--- config.mk ---
export PLATFORM = sky130hd
export DESIGN_NAME = alu_result_latch
export DESIGN_NICKNAME = d
export VERILOG_FILES = /design/src/rtl/alu_result_latch.sv
export SDC_FILE = /design/constraint.sdc
export NUM_CORES = 1
export LEC_CHECK = 0
export ABC_AREA = 0
export CAP_MARGIN = 20
export CORE_MARGIN = 1
export CORE_UTILIZATION = 50
export CTS_BUF_LIST = sky130_fd_sc_hd__clkbuf_8
export CTS_CLUSTER_DIAMETER = 50
export DETAILED_ROUTE_END_ITERATION = 10
export GPL_ROUTABILITY_DRIVEN = 0
export PLACE_DENSITY = 0.88
export SYNTH_ARGS = -nofsm -noshare
export SYNTH_HDL_FRONTEND = slang
export SYNTH_SLANG_ARGS = --single-unit
--- constraint.sdc ---
create_clock -name clock -period 2.55 [get_ports clock]
set_input_delay 0.6375 -clock clock [delete_from_list [all_inputs] [get_ports clock]]
set_output_delay 0.6375 -clock clock [all_outputs]
set_load 0.01 [all_outputs]
--- src/rtl/alu_result_latch.sv ---
// Output register stage behind the 8-bit ALU: captures result/flags, derives the zero flag,
// and transfers the held result onto the shared databus one byte per cycle after arbitration.
module alu_result_latch #(
    parameter int GRANT_TIMEOUT = 15
) (
    input  logic        clock,
    input  logic        reset,
    input  logic [15:0] alu_out,
    input  logic [3:0]  alu_flags,
    input  logic        latch,
    input  logic        wide,
    input  logic        rd_req,
    input  logic        bus_grant,
    output logic        bus_req,
    output logic        bus_oe,
    output logic [7:0]  bus_data,
    output logic [15:0] result,
    output logic [3:0]  flags,
    output logic        busy,
    output logic        done,
    output logic        timeout,
    output logic        overrun
);

    localparam logic [7:0] TMO_LAST = 8'(GRANT_TIMEOUT - 1);

    typedef enum logic [2:0] {
        S_IDLE,
        S_HOLD,
        S_REQ,
        S_DRV_LO,
        S_DRV_HI
    } state_t;

    state_t      r_state;
    state_t      w_next;
    logic        r_wide;
    logic [7:0]  r_cnt;
    logic [15:0] r_result;
    logic [3:0]  r_flags;
    logic        r_done;
    logic        r_timeout;
    logic        r_overrun;

    logic        w_busy;
    logic        w_capture;
    logic        w_tmo;
    logic        w_zero;
    logic        w_unused;

    // Flag bits 1 and 3 from the ALU carry no meaning here.
    assign w_unused  = ^{alu_flags[3], alu_flags[1]};

    assign w_busy    = (r_state == S_REQ) || (r_state == S_DRV_LO) || (r_state == S_DRV_HI);
    assign w_capture = latch && ((r_state == S_IDLE) || (r_state == S_HOLD));
    assign w_tmo     = (r_state == S_REQ) && !bus_grant && (r_cnt == TMO_LAST);
    assign w_zero    = wide ? (alu_out == 16'h0000) : (alu_out[7:0] == 8'h00);

    always_ff @(posedge clock or posedge reset) begin
        if (reset) r_state <= S_IDLE;
        else       r_state <= w_next;
    end

    always_comb begin
        w_next = r_state;
        case (r_state)
            S_IDLE:   if (latch) w_next = S_HOLD;
            S_HOLD:   if (rd_req) w_next = S_REQ;
            // A grant on the last counted cycle still wins over the timeout.
            S_REQ: begin
                if (bus_grant)  w_next = S_DRV_LO;
                else if (w_tmo) w_next = S_HOLD;
            end
            S_DRV_LO: w_next = r_wide ? S_DRV_HI : S_HOLD;
            S_DRV_HI: w_next = S_HOLD;
            default:  w_next = S_IDLE;
        endcase
    end

    // Bus outputs decode only the state register so they cannot glitch on inputs.
    always_comb begin
        bus_req  = w_busy;
        busy     = w_busy;
        bus_oe   = 1'b0;
        bus_data = 8'h00;
        case (r_state)
            S_DRV_LO: begin
                bus_oe   = 1'b1;
                bus_data = r_result[7:0];
            end
            S_DRV_HI: begin
                bus_oe   = 1'b1;
                bus_data = r_result[15:8];
            end
            default: ;
        endcase
    end

    always_ff @(posedge clock or posedge reset) begin
        if (reset) begin
            r_result <= 16'h0000;
            r_flags  <= 4'h0;
            r_wide   <= 1'b0;
        end else if (w_capture) begin
            r_result <= wide ? alu_out : {8'h00, alu_out[7:0]};
            r_flags  <= {1'b0, alu_flags[2], w_zero, alu_flags[0]};
            r_wide   <= wide;
        end
    end

    always_ff @(posedge clock or posedge reset) begin
        if (reset) begin
            r_cnt <= 8'h00;
        end else if (r_state == S_HOLD && rd_req) begin
            r_cnt <= 8'h00;
        end else if (r_state == S_REQ && !bus_grant && !w_tmo) begin
            r_cnt <= r_cnt + 8'h01;
        end
    end

    always_ff @(posedge clock or posedge reset) begin
        if (reset) begin
            r_done    <= 1'b0;
            r_timeout <= 1'b0;
            r_overrun <= 1'b0;
        end else begin
            r_done    <= (r_state == S_DRV_HI) || (r_state == S_DRV_LO && !r_wide);
            r_timeout <= w_tmo;
            r_overrun <= latch && w_busy;
        end
    end

    assign result  = r_result;
    assign flags   = r_flags;
    assign done    = r_done;
    assign timeout = r_timeout;
    assign overrun = r_overrun;

endmodule

**After elaboration in Yosys (flattened, before gate mapping)**

Cells that the tools add are included.

- Flip-flop bits (word level): 34
- Input port bits: 26
- Output and inout port bits: 34

- Muxes and demuxes: 12
- Add/sub/neg operators: 1
- Equal/unequal tests: 8
- Reduce and logical (&&, ||, !) cells: 20

Operator list:

| cell | count |
|---|---|
| logical NOT 16 bit | 1 |
| two-way mux 16 bit | 1 |
| two-way mux 8 bit | 2 |
| case mux 8 bit (2 select lines) | 1 |
| two-way mux 3 bit | 5 |
| case mux 3 bit (5 select lines) | 1 |
| adder 8 x 1 -> 8 bit, second input constant | 1 |
| == test 8 x 4 -> 1 bit, second input constant | 1 |
| logical NOT 8 bit | 1 |
| logical AND 1 bit | 7 |
| == test 3 x 2 -> 1 bit, second input constant | 2 |
| logical OR 1 bit | 4 |
| inequality test 2 bit, second input constant | 2 |
| == test 3 x 1 -> 1 bit, second input constant | 1 |
| == test 3 bit, second input constant | 1 |
| logical NOT 1 bit | 3 |
| logical NOT 3 bit | 1 |
| inequality test 3 bit, second input constant | 1 |
| AND reduction 3 bit | 1 |
| two-way mux 1 bit | 2 |
| nonzero test 2 bit | 1 |
| OR reduction 2 bit | 1 |

**Logic depth before layout (Yosys ltp)**

- Depth in word-level cells: 7
- Depth in mapped cells: 6
- Mapped depth without buffers: 5

**Worst setup path before layout**

No wires, ideal clock.

- Kind: reg-to-output
- Start: register r_state[1]
- End: output port bus_oe
- Data required time: 1.913 ns
- Slack: 0.603 ns
- Data arrival time: 1.309 ns
- Cell stages (with the launch flop): 6
- Buffers on the path: 2
- Path through: dfrtp_1 > buf_4 > nor2b_1 > and2_2 > clkbuf_1 > or2_2

- Word-level cells in the longest chain between the ends: 3
- Elaborated cells between the ends (all ways): 4

Ends and longest elaborated chain:

| item | line | text |
|---|---|---|
| start, declared | 35 | `state_t r_state;` |
| start signal, assigned | 61 | `else r_state <= w_next;` |
| == test 3 x 2 -> 1 bit or == test 3 bit (tied branches) | 86 | `case (r_state)` |
| OR reduction 2 bit (no line) (*) | - |  |
| two-way mux 1 bit (*) | 86 |  |
| end, declared | 15 | `output logic bus_oe,` |

Every way passes the cells marked *; elsewhere a longest branch is shown, timed or not.

**Worst setup path after layout**

- Start: register r_state[2]
- End: output port bus_req

- Word-level cells in the longest chain between the ends: 3
- Elaborated cells between the ends (all ways): 5

Ends and longest elaborated chain:

| item | line | text |
|---|---|---|
| == test 3 x 2 -> 1 bit | 54 | `assign w_busy = (r_state == S_REQ) \|\| (r_state == S_DRV_LO) \|\| (r_state == S_DRV_HI);` |
| logical OR 1 bit | 54 |  |
| logical OR 1 bit (*) | 54 |  |
| end, declared | 14 | `output logic bus_req,` |

Marks and branches as above.

==> results.txt <==
The flow ran to the end, and the final reports show no timing, DRC or antenna violations. The smallest clock period supported by the final layout is computed as 2.50 ns. The kind of end point of the critical path is a primary output.

The capture point of the worst reg-to-reg path was result[1]. The worst slack on hold paths was 0.515 ns; the number of max-slew violations in the final report was 0. In this run the vertical extent of the chip is 60.0 µm. At the worst endpoint, the arrival time is 1.86 ns.

For this block, the via count after detailed routing is 1487. TritonCTS built the clock tree. The floorplan has 20 rows. During placement, the flow inserted port buffers numbering 56. The routed via count divided by cell count came out at 5.72.

Measured in cells, the most critical reg-to-reg path has a length of 3. Hold violation total from the final report: 0. The number of flops mapped to enable cells by yosys was 0. The post-route netlist has 16.2% of its cells at a drive strength greater than 1. The tools report the startpoint type of the worst setup path as a flop. The run gives 0.590 mV as the worst supply voltage drop on vdd. Compared with the post-synthesis result, the final layout area differs by 41.2%. Setup violations remaining at the end of the flow were counted as 0.

The async set-reset flop share out of synthesis was 100%; the net count of the finished layout was 244. The net switching fraction of the power is 34.3%, and the area used by multi-input combinational logic is 768 µm². The first-pass GRT wire length is 6.56 mm, and the count of max-cap constraint violations is 0. Cell at the root of the clock tree: clkbuf_8. The run gives 0.28 ns as the source-to-sink clock delay at the later pin of the worst-skew pair. Among all flip-flop cells after synthesis, the most frequent one is dfrtp_1. The analysis attributes to cell leakage a power of 1.09 nW. Reg-to-reg startpoint: r_state[1]. The synthesized area per cell was 10.6 µm²; the endpoint required time on the critical path was 1.91 ns. In this run the deepest clock path goes through 2 buffers.

For hold timing, the worst endpoint is flags[0]. After the first detailed-routing iteration, the DRC count stood at 101. During I/O placement, the number of pins put on the boundary was 60. The sequential cells in the finished layout cover a total of 855 µm². The worst hold path begins at flags[0]. The synthesized netlist occupies a cell area of 1680 µm².

The tools report the fmax as 401 MHz. In this run the power density over the cells is 965 nW/µm². The clock edge transition at the registers on the reported setup and hold paths is 0.06 ns. The total area inside the core boundary comes to 3130 µm².

The run gives 40 as the distinct cell type count of the synthesized netlist. Synthesis inferred 34 register bits. Summed over all nets, the half-perimeter wirelength after detailed placement is 3.04 mm.

After detailed routing, the number of remaining DRC violations is 0. The setup path with the least slack is of type flop to primary output. The logs give 0.73 ns for the register-to-register setup slack and 25.2% for the overall global routing resource usage. The first TritonRoute pass finished after 4 iterations. The die covers 3600 µm². The repair_antennas step left the layout with diodes totalling 0. The run gives 0 as the aggregate global routing overflow. The transition at the pin with the smallest max-transition slack works out to 0.625 ns. In this run the tightest slew margin relative to its limit is 58.4%. The power share of the combinational group is 45.4%, and the final clock skew is 0.00253 ns. The final antenna-violating net count was 0. The cell count after synthesis is 158, and the via count of the first global-routing pass is 1388. The highest net fanout along the worst path is 11.

Counting the fill cells in the layout gives 212. The run gives 15.6% as the clock network power share. Path category of the worst min-delay check: flop to flop. For this block, the routed nets add up to 4.26 mm of wire.

The share of total power dissipated in sequential elements is 39.1%. Once the floorplan was initialized, standard cells occupied 53.8% of the core. The hold-critical path depth is 1, and the hold buffer count at cts is 0. The initial antenna violation count was 0; the die span in x was 60.0 µm.

Entering global routing, the biggest net connects 35 pins. The top cell types in the final layout, fill and taps aside, are 53 x clkdlybuf4s50_1, 31 x dfrtp_1, 28 x nand2_1, 12 x mux2_2, 11 x o21ai_0. Sequential elements use 50.6% of the synthesized area. The number of buffers created by CTS is 5, and the internal cell power is 1.50 mW. The detail-routed net length per standard cell is 16.4 µm. The clock net sink count came out at 34. Sum of internal, switching and leakage power: 2.29 mW. The H-tree generated during clock tree synthesis spans 2 levels. Leaving out fill and tap cells, the most frequent cell in the layout is clkdlybuf4s50_1. The final clock period utilization by the worst path is 97.9%, and the accumulated negative setup slack is 0 ns.

Count of warnings emitted by yosys: 0. The net count of the mapped netlist is 186, and the power dissipated by switching net loads is 787 µW.
[Yosys cell counts (2+ instances only)]
| library cell | n | area, µm² |
|---|---|---|
| mux2i_1 | 6 | 60.1 |
| and4_1 | 2 | 17.5 |
| o211ai_1 | 2 | 15.0 |
| dfrtp_1 | 34 | 851 |
| nand2_1 | 28 | 105 |
| nand2b_1 | 2 | 12.5 |
| nor4_1 | 5 | 31.3 |
| o31ai_1 | 3 | 22.5 |
| o21ai_0 | 11 | 55.1 |
| a21boi_1 | 2 | 15.0 |
| a22o_1 | 8 | 70.1 |
| nor3_1 | 2 | 10.0 |
| or4_1 | 2 | 15.0 |
| mux2_2 | 12 | 135 |
| inv_1 | 4 | 15.0 |
| nand3_1 | 2 | 10.0 |
| ha_1 | 2 | 25.0 |
| or2_2 | 2 | 12.5 |
| clkbuf_1 | 5 | 18.8 |
| buf_4 | 3 | 22.5 |
| nor2_1 | 2 | 7.51 |
[worst max-delay path by stage]
stage | slack [ns] | start | cells after the start | endpoint
6_report | 0.05 | r_state[2] | 4 | bus_req
5_1_grt | -0.003 | r_state[2] | 4 | busy
3_3_place_gp | 0.20 | bus_grant | 4 | r_cnt[7]
4_1_cts | 0.004 | r_state[2] | 4 | bus_data[6]
2_1_floorplan | 0.60 | r_state[1] | 5 | bus_oe
3_5_place_dp | 0.15 | bus_grant | 4 | r_cnt[7]
[state kept, by name, summed over array words and instances (netlist names)]
signal and count:
result 16, r_cnt 8, flags 3, r_state 3
done 1, overrun 1, r_wide 1, timeout 1
[cell families after synthesis]
| group | synth area share [%] |
|---|---|
| compound gates | 12.4 |
| fa+ha+maj | 1.49 |
| buf+inv | 4.24 |
| flops | 50.6 |
| mux | 11.6 |
| other cells | 0.223 |
| simple gates | 19.5 |
[metrics by stage]
step | cells | utilization (%) | setup slack (ns) | area [µm²]
floorplan | 158 | - | 0.603 | 1680
finish | 260 | 75.9 | 0.0543 | 2370
detailed placement | 252 | 72.6 | 0.154 | 2270
global route | 260 | 75.9 | -0.00297 | 2370
CTS | 259 | 75.1 | 0.00379 | 2350
global placement | 252 | 72.6 | 0.203 | 2270
[power groups by stage]
stage	Combinational (mW)	Sequential, mW	Clock, mW
after global routing	1.11	0.918	0.390
after CTS	1.04	0.886	0.361
final	1.04	0.895	0.357
after detailed placement	1.02	0.895	0
after floorplan	0.465	0.916	0
after global placement	0.984	0.880	0
[per-layer routing]
metal | wire length, µm | GRT usage, % | vias up
met5 | 0 | 0 | -
met4 | 107 | 9.63 | 0
met3 | 238 | 7.58 | 15
met2 | 2270 | 41.9 | 63
met1 | 1640 | 30.8 | 730
li1 | - | - | 679
[layout make-up]
class	instances	area share, %
clock inverters	2	0.316
inverters	4	0.632
well taps	44	2.32
repair buffers	61	25.5
flip-flops and latches	34	36.0
clock buffers	5	2.90
multi-input cells	110	32.3
[repair_timing]
action | 4_1_cts | 5_1_grt
setup endpoints to repair | 9 | 11
pin swaps | 0 | 0
resized for setup | 1 | 8
setup buffers | 0 | 1
hold endpoints to repair | 0 | 0
[worst max-delay path, stage by stage, from the launching register on]
cell and delay [ns]:
dfrtp_2 0.46, nor3b_2 0.17, buf_4 0.17, or2_2 0.30, clkdlybuf4s50_1 0.48
No activity file was read; power rests on OpenSTA's default activity.
